--- config.mk ---
export PLATFORM = sky130hd
export DESIGN_NAME = vga_timing_detect
export DESIGN_NICKNAME = d
export VERILOG_FILES = /design/src/rtl/vga_timing_pkg.sv /design/src/rtl/vga_sync_edge.sv /design/src/rtl/vga_timing_detect.sv
export SDC_FILE = /design/constraint.sdc
export NUM_CORES = 1
export LEC_CHECK = 0
export CAP_MARGIN = 15
export CORE_ASPECT_RATIO = 1.1
export CORE_MARGIN = 10
export CORE_UTILIZATION = 50
export DETAILED_ROUTE_END_ITERATION = 10
export PLACE_DENSITY = 0.82
export SYNTH_ARGS = -nofsm -noshare
export SYNTH_HDL_FRONTEND = slang
export SYNTH_HIERARCHICAL = 1
export SYNTH_SLANG_ARGS = --single-unit
--- constraint.sdc ---
create_clock -name pixel_clk -period 6.5 [get_ports pixel_clk]
set_input_delay 1.3 -clock pixel_clk [delete_from_list [all_inputs] [get_ports pixel_clk]]
set_output_delay 1.3 -clock pixel_clk [all_outputs]
set_load 0.01 [all_outputs]
--- src/rtl/vga_timing_pkg.sv ---
// vga_timing_pkg: shared counter width, saturation limit and lock FSM encoding for sync timing detection.
// Latency: n/a (declarations only).
// Backpressure: n/a.
package vga_timing_pkg;

  // Default width of every timing counter and measurement.
  localparam int CNT_W_DEF = 11;

  // Value at which an 11-bit timing counter stops counting (no sync seen).
  localparam int unsigned CNT_SAT_DEF = (32'd1 << CNT_W_DEF) - 32'd1;

  typedef enum logic [1:0] {
    ST_SEARCH = 2'd0,
    ST_TRACK  = 2'd1,
    ST_LOCKED = 2'd2
  } det_state_t;

endpackage

--- src/rtl/vga_sync_edge.sv ---
// vga_sync_edge: two-flop sample of one sync input, polarity normalised, with assert/deassert edge pulses.
// Latency: the active level shows on 'active' one clock after the pin; edge pulses are combinational from the two flops.
// Backpressure: none, free-running sampler.
// Ports: pixel_clk/rst_n clock and async active-low reset; sync_in raw pin;
//        active = normalised level (1 = sync asserted); assert_pulse / deassert_pulse = one-cycle edges.
module vga_sync_edge #(
  parameter bit SYNC_POL = 1'b0
) (
  input  logic pixel_clk,
  input  logic rst_n,
  input  logic sync_in,
  output logic active,
  output logic assert_pulse,
  output logic deassert_pulse
);

  // s/d hold the normalised level, so reset to 0 means "sync inactive".
  logic s;
  logic d;

  always_ff @(posedge pixel_clk or negedge rst_n) begin
    if (!rst_n) begin
      s <= 1'b0;
      d <= 1'b0;
    end else begin
      s <= (sync_in == SYNC_POL);
      d <= s;
    end
  end

  assign active         = s;
  assign assert_pulse   = s & ~d;
  assign deassert_pulse = ~s & d;

endmodule

--- src/rtl/vga_timing_detect.sv ---
// vga_timing_detect: measures incoming hsync/vsync timing, locks when stable, reports pixel/line position.
// Latency: every sync-edge driven update lands 2 pixel_clk after the edge reaches the pin.
// Backpressure: none; the sync source is free-running and never stalled.
// Ports: pixel_clk, rst_n (async active-low); hsync_in/vsync_in raw syncs;
//        line_len/hsync_len/frame_lines/vsync_lines measurements; h_pos/v_pos position (valid while locked);
//        frame_start pulse per vsync edge; locked status; lock_err pulse on lock loss.
module vga_timing_detect
  import vga_timing_pkg::*;
#(
  parameter int CNT_W       = CNT_W_DEF,
  parameter int LOCK_FRAMES = 2,
  parameter bit SYNC_POL    = 1'b0
) (
  input  logic             pixel_clk,
  input  logic             rst_n,
  input  logic             hsync_in,
  input  logic             vsync_in,
  output logic [CNT_W-1:0] line_len,
  output logic [CNT_W-1:0] hsync_len,
  output logic [CNT_W-1:0] frame_lines,
  output logic [CNT_W-1:0] vsync_lines,
  output logic [CNT_W-1:0] h_pos,
  output logic [CNT_W-1:0] v_pos,
  output logic             frame_start,
  output logic             locked,
  output logic             lock_err
);

  localparam logic [CNT_W-1:0] CNT_MAX  = {CNT_W{1'b1}};
  localparam logic [CNT_W-1:0] ONE      = CNT_W'(1);
  // The candidate frame itself counts as the first of the LOCK_FRAMES agreeing frames.
  localparam logic [7:0]       LOCK_TGT = 8'(LOCK_FRAMES - 1);

  logic h_act, h_rise, h_fall;
  logic v_act, v_rise, v_fall;

  vga_sync_edge #(.SYNC_POL(SYNC_POL)) u_hsync (
    .pixel_clk      (pixel_clk),
    .rst_n          (rst_n),
    .sync_in        (hsync_in),
    .active         (h_act),
    .assert_pulse   (h_rise),
    .deassert_pulse (h_fall)
  );

  vga_sync_edge #(.SYNC_POL(SYNC_POL)) u_vsync (
    .pixel_clk      (pixel_clk),
    .rst_n          (rst_n),
    .sync_in        (vsync_in),
    .active         (v_act),
    .assert_pulse   (v_rise),
    .deassert_pulse (v_fall)
  );

  // ---------------- measurement datapath ----------------
  logic [CNT_W-1:0] h_cnt, v_cnt, hw_cnt, vw_cnt;
  logic [CNT_W-1:0] meas_line;
  logic             h_sat, v_sat;

  assign meas_line = h_cnt + ONE;
  assign h_sat     = (h_cnt == CNT_MAX);
  assign v_sat     = (v_cnt == CNT_MAX);
  assign h_pos     = h_cnt;
  assign v_pos     = v_cnt;

  always_ff @(posedge pixel_clk or negedge rst_n) begin
    if (!rst_n) begin
      h_cnt       <= '0;
      v_cnt       <= '0;
      hw_cnt      <= '0;
      vw_cnt      <= '0;
      line_len    <= '0;
      hsync_len   <= '0;
      frame_lines <= '0;
      vsync_lines <= '0;
      frame_start <= 1'b0;
    end else begin
      if (h_rise) begin
        h_cnt    <= '0;
        line_len <= meas_line;
      end else if (!h_sat) begin
        h_cnt <= h_cnt + ONE;
      end

      if (h_rise) begin
        hw_cnt <= ONE;
      end else if (h_act && hw_cnt != CNT_MAX) begin
        hw_cnt <= hw_cnt + ONE;
      end
      if (h_fall) begin
        hsync_len <= hw_cnt;
      end

      // A line starting in the same cycle as vsync belongs to the new frame.
      if (v_rise) begin
        frame_lines <= v_cnt;
        v_cnt       <= h_rise ? ONE : '0;
      end else if (h_rise && !v_sat) begin
        v_cnt <= v_cnt + ONE;
      end

      if (v_rise) begin
        vw_cnt <= h_rise ? ONE : '0;
      end else if (v_act && h_rise && vw_cnt != CNT_MAX) begin
        vw_cnt <= vw_cnt + ONE;
      end
      if (v_fall) begin
        vsync_lines <= vw_cnt;
      end

      frame_start <= v_rise;
    end
  end

  // ---------------- lock FSM ----------------
  det_state_t       state, state_nxt;
  logic [CNT_W-1:0] cand_line, cand_line_nxt;
  logic [CNT_W-1:0] cand_frame, cand_frame_nxt;
  logic [7:0]       match_cnt, match_nxt;
  logic             unstable, unstable_nxt;
  logic             h_seen, h_seen_nxt;    // at least one hsync edge since (re)start
  logic             line_ok, line_ok_nxt;  // at least one complete line measured
  logic             locked_nxt, lock_err_nxt;
  logic             line_bad;
  logic [CNT_W-1:0] load_line;

  assign line_bad  = h_rise && (meas_line != cand_line);
  // Candidate line length must include a measurement landing in this same cycle.
  assign load_line = h_rise ? meas_line : line_len;

  always_ff @(posedge pixel_clk or negedge rst_n) begin
    if (!rst_n) begin
      state      <= ST_SEARCH;
      cand_line  <= '0;
      cand_frame <= '0;
      match_cnt  <= '0;
      unstable   <= 1'b0;
      h_seen     <= 1'b0;
      line_ok    <= 1'b0;
      locked     <= 1'b0;
      lock_err   <= 1'b0;
    end else begin
      state      <= state_nxt;
      cand_line  <= cand_line_nxt;
      cand_frame <= cand_frame_nxt;
      match_cnt  <= match_nxt;
      unstable   <= unstable_nxt;
      h_seen     <= h_seen_nxt;
      line_ok    <= line_ok_nxt;
      locked     <= locked_nxt;
      lock_err   <= lock_err_nxt;
    end
  end

  always_comb begin
    state_nxt      = state;
    cand_line_nxt  = cand_line;
    cand_frame_nxt = cand_frame;
    match_nxt      = match_cnt;
    unstable_nxt   = unstable;
    h_seen_nxt     = h_seen | h_rise;
    line_ok_nxt    = line_ok | (h_rise & h_seen);
    locked_nxt     = locked;
    lock_err_nxt   = 1'b0;

    case (state)
      ST_SEARCH: begin
        if (v_rise && line_ok) begin
          state_nxt      = ST_TRACK;
          cand_line_nxt  = load_line;
          cand_frame_nxt = v_cnt;
          match_nxt      = '0;
          unstable_nxt   = 1'b0;
        end
      end
      ST_TRACK: begin
        if (line_bad) begin
          unstable_nxt = 1'b1;
        end
        if (v_rise) begin
          // The line closing at this vsync is the last line of the old frame.
          unstable_nxt = 1'b0;
          if (!unstable && !line_bad && v_cnt == cand_frame) begin
            match_nxt = match_cnt + 8'd1;
            if (match_cnt + 8'd1 >= LOCK_TGT) begin
              state_nxt  = ST_LOCKED;
              locked_nxt = 1'b1;
            end
          end else begin
            cand_line_nxt  = load_line;
            cand_frame_nxt = v_cnt;
            match_nxt      = '0;
          end
        end
      end
      ST_LOCKED: begin
        if (line_bad || (v_rise && v_cnt != cand_frame)) begin
          state_nxt    = ST_SEARCH;
          locked_nxt   = 1'b0;
          lock_err_nxt = 1'b1;
        end
      end
      default: state_nxt = ST_SEARCH;
    endcase

    // A saturated counter means the sync stopped; the next measurement is meaningless.
    if (h_sat || v_sat) begin
      state_nxt    = ST_SEARCH;
      locked_nxt   = 1'b0;
      lock_err_nxt = (state == ST_LOCKED);
    end
    if (h_sat) begin
      h_seen_nxt  = 1'b0;
      line_ok_nxt = 1'b0;
    end
  end

endmodule

==> impl_results.rst <==
.. list-table::
   :header-rows: 1

   * - Metric
     - Value
   * - Largest stage delay on the critical path
     - 0.74 ns
   * - Slew margin rel.
     - 26.7%
   * - Global routing usage summed across all routing layers
     - 16.2%
   * - Prevailing post-synth register cell
     - sky130_fd_sc_hd__dfrtp_1
   * - Total overflow reported by the global router
     - 0
   * - Worst Slack Setup Final
     - 2.61 ns
   * - Area of the die
     - 17200 um2
   * - Number of hold-slack violations in the final timing report
     - 0
   * - Count of H-tree levels built during CTS
     - 4
   * - Worst-Skew Late Latency
     - 0.41 ns
   * - Switching power summed over all nets
     - 0.000731 W
   * - Pre-CTS setup slack
     - 2.69 ns
   * - Final core utilization
     - 63.1%
   * - Endpoint kind of the worst setup timing path
     - register
   * - Number of synthesized register bits
     - 130
   * - Critical path data arrival time
     - 4.18 ns
   * - Kind of critical path
     - register to register
   * - Switching Share
     - 28.1%
   * - Cell at the root of the clock tree
     - sky130_fd_sc_hd__clkbuf_16
   * - Placed wire-length estimate after detailed placement
     - 8.99 mm
   * - Proportion of power drawn by flip-flops and latches
     - 39.9%
   * - Average cell area after synthesis
     - 11.2 um2
   * - Register area share after synthesis
     - 52.8%
   * - DIE WIDTH
     - 126 um
   * - Drt drc
     - 0
   * - Cell with the most instances after synthesis
     - sky130_fd_sc_hd__dfrtp_1
   * - Clock skew
     - 0.00886 ns
   * - Worst hold start
     - u_vsync/active
   * - Synthesized instance count
     - 548
   * - Critical-path cell with the highest stage delay
     - sky130_fd_sc_hd__nor3_1
   * - Fraction of layout cells with a size suffix above 1
     - 15.8%
   * - Layout-stage area growth over the synthesis result
     - 23.3%
   * - Storage cell area
     - 3250 um2
   * - Remaining antenna violation count
     - 0
   * - Crit-path max FO
     - 22
   * - Via count of the first global-routing pass
     - 4527
   * - Areal power density over the cells
     - 342 nW/um2
   * - Warning count from the yosys run
     - 6
   * - Distinct cells, synth
     - 45
   * - Outcome
     - complete, no violations
   * - Internal cell power
     - 0.00187 W
   * - Post-layout net count
     - 624
   * - Total power
     - 0.00260 W
   * - Biggest area contributors in the synthesized netlist
     - sky130_fd_sc_hd__dfrtp_1 (53%), sky130_fd_sc_hd__mux2_2 (6.6%), sky130_fd_sc_hd__mux2_4 (4.9%), sky130_fd_sc_hd__xor2_1 (4.4%), sky130_fd_sc_hd__xnor2_1 (4.1%)
   * - Final weighted congestion in routability-driven placement
     - 0.900
   * - Antenna diode count
     - 0
   * - Number of failing setup endpoints in the final timing report
     - 0
   * - EDFF count, synth
     - 0
   * - Number of vias per cell after detailed routing
     - 5.53
   * - Starting DRC count in detailed routing
     - 213
   * - Worst-path clk slew
     - 0.06 ns
   * - Most used standard cells in the synthesized netlist
     - sky130_fd_sc_hd__dfrtp_1 (130), sky130_fd_sc_hd__nor2_1 (48), sky130_fd_sc_hd__nand2_1 (37)
   * - Final TNS setup
     - 0 ns
   * - Min-Delay Path Depth
     - 0
   * - Proportion of power drawn by the clock network
     - 39.2%
   * - Standby leakage power
     - 3.39 nW
   * - Buf/Inv on CP
     - 0
   * - Syn Std Cell Area
     - 6160 um2
   * - Maximum achievable frequency
     - 257 MHz
   * - Classification of the worst-slack hold path
     - register to register
   * - Unrepaired setup endpoints after global routing
     - false
   * - Cell count of the worst reg-to-reg path
     - 8
   * - Ports placed on the boundary
     - 73
   * - Worst path depth
     - 8
   * - Global-route wire length before repair
     - 22.8 mm
   * - Required time of the critical path
     - 6.79 ns
   * - Proportion of netlist area held by the largest area contributor
     - 52.8%
   * - Max-capacitance violation count
     - 0
   * - Area of combinational cells with multiple inputs
     - 2730 um2
   * - Cell type group with the largest total delay on the critical path
     - compound AO/OA/AOI/OAI gates
   * - Net count after synthesis
     - 559
   * - Clock Path Buffers
     - 2
   * - Worst reg2reg startpoint
     - h_pos[0]
   * - Starting density of the core
     - 51.2%
   * - Number of port buffers
     - 72
   * - Startpoint of the most critical setup path
     - h_pos[0]
   * - Avg WL per Cell
     - 17.3 um
   * - Row count
     - 42
   * - CTS Buf Count
     - 17
   * - Post_cts resized
     - 0
   * - Pin count of the biggest net entering global routing
     - 80
   * - Die Y
     - 136 um
   * - Number of filler cells placed in the layout
     - 872
   * - List of cells traversed by the critical path
     - ha_1, nand3_1, nor3_1, xnor2_1, nand4_1, o31ai_4, a31oi_4, mux2_4
   * - Detailed Route WL
     - 13.5 mm
   * - Period minus WS final
     - 3.89 ns
   * - CP startpoint kind
     - register
   * - Share of flip-flops with an asynchronous set or reset after synthesis
     - 100%
   * - Sink Count
     - 130
   * - Combinational share of power
     - 20.9%
   * - Core Region
     - 12000 um2
   * - First-pass detailed-route iteration total
     - 4
   * - Ratio of final minimum period to clock period
     - 59.9%
   * - Slew at the pin closest to its max-slew limit
     - 1.10 ns
   * - Worst-case vdd ir drop
     - 0.228 mV
   * - Slew Limit Fails
     - 0
   * - CTS tree
     - built
   * - Synth area leader
     - sky130_fd_sc_hd__dfrtp_1
   * - Vias post-DR
     - 4310
   * - Minimum hold slack
     - 0.432 ns
   * - Number of buffers inserted for hold repair after clock tree synthesis
     - 0
   * - Initial antenna violation count
     - 0
   * - Post-CTS Setup Inserts
     - 0
==> worst register-to-register path, stage by stage (launching register included) <==
cell	delay [ns]
sky130_fd_sc_hd__dfrtp_1	0.49
sky130_fd_sc_hd__ha_1	0.27
sky130_fd_sc_hd__nand3_1	0.20
sky130_fd_sc_hd__nor3_1	0.74
sky130_fd_sc_hd__xnor2_1	0.19
sky130_fd_sc_hd__nand4_1	0.17
sky130_fd_sc_hd__o31ai_4	0.65
sky130_fd_sc_hd__a31oi_4	0.60
sky130_fd_sc_hd__mux2_4	0.47
==> cells by family after synthesis <==
logic type	count (synthesis)	share of synthesized area [%]
buffers and inverters	39	2.78
flip-flops	130	52.8
AO/OA/AOI/OAI	64	7.07
adder cells (fa/ha/maj)	7	1.42
AND/OR/NAND/NOR	189	15.4
XOR/XNOR	60	8.53
multiplexers	59	11.9
==> layout by cell type, fill, tap and decap left out, types with 3 or more instances in the layout <==
cell type and count:
sky130_fd_sc_hd__a21oi_1 30, sky130_fd_sc_hd__a31oi_1 7, sky130_fd_sc_hd__a41oi_1 3, sky130_fd_sc_hd__and2_1 4
sky130_fd_sc_hd__and3_1 7, sky130_fd_sc_hd__and4_1 5, sky130_fd_sc_hd__buf_4 4, sky130_fd_sc_hd__bufinv_16 4
sky130_fd_sc_hd__clkbuf_16 17, sky130_fd_sc_hd__clkdlybuf4s50_1 71, sky130_fd_sc_hd__clkinv_2 3, sky130_fd_sc_hd__dfrtp_1 130
sky130_fd_sc_hd__ha_1 7, sky130_fd_sc_hd__inv_1 9, sky130_fd_sc_hd__mux2_2 36, sky130_fd_sc_hd__mux2_4 20
sky130_fd_sc_hd__mux2i_1 3, sky130_fd_sc_hd__nand2_1 37, sky130_fd_sc_hd__nand2b_1 7, sky130_fd_sc_hd__nand3_1 31
sky130_fd_sc_hd__nand4_1 11, sky130_fd_sc_hd__nor2_1 48, sky130_fd_sc_hd__nor2b_1 5, sky130_fd_sc_hd__nor3_1 14
sky130_fd_sc_hd__nor4_1 6, sky130_fd_sc_hd__o211ai_1 5, sky130_fd_sc_hd__o21a_1 3, sky130_fd_sc_hd__o21ai_0 6
sky130_fd_sc_hd__or3_1 6, sky130_fd_sc_hd__xnor2_1 29, sky130_fd_sc_hd__xor2_1 31
==> power by group through the flow <==
stage | registers [W] | clock network [W] | logic, W
floorplan | 0.00103 | 0 | 0.000358
global placement | 0.00104 | 0 | 0.000516
detailed placement | 0.00105 | 0 | 0.000535
CTS | 0.00104 | 0.00103 | 0.000543
global route | 0.00105 | 0.00107 | 0.000596
finish | 0.00104 | 0.00102 | 0.000544
==> final timing paths <==
check                               end  slack, ns
setup / recovery           cand_line[9]       2.61
hold / removal                u_vsync/d       0.43
setup reg to reg           cand_line[9]       2.61
hold reg to reg               u_vsync/d       0.43
max in group asynchronous      v_pos[8]       4.24
min in group asynchronous  hsync_len[5]       1.04
==> registers in the layout (all words and copies together), names as in the netlist, 8 cells and up <==
signal and count:
hsync_len 11, vw_cnt 11, frame_lines 11, v_pos 11, hw_cnt 11, cand_line 11, vsync_lines 11, match_cnt 8
line_len 11, cand_frame 11, h_pos 11
==> per-stage QoR <==
stage / cells / cell area [um2]
2_1_floorplan: 548 / 6160
3_3_place_gp: 747 / 6950
3_5_place_dp: 747 / 6950
4_1_cts: 779 / 7590
5_1_grt: 780 / 7590
6_report: 780 / 7590
==> layer usage <==
layer / track usage, % / wire (um) / vias to the layer above / share of wire, %
li1: - / - / 2050 / -
met1: 18.3 / 5620 / 2141 / 42
met2: 28.6 / 7190 / 95 / 53
met3: 3.43 / 439 / 24 / 3.3
met4: 7.85 / 256 / 0 / 1.9
met5: 0 / 0 / - / 0
==> layout make-up <==
cell class                      count  area share, %
Clock inverter                     12           2.34
Inverter                            9          0.445
Sequential cell                   130           42.8
Timing Repair Buffer               76           9.85
Clock buffer                       20           6.01
Multi-Input combinational cell    379           36.0
Tap cell                          154           2.54
No activity file was read; power rests on OpenSTA's default activity.
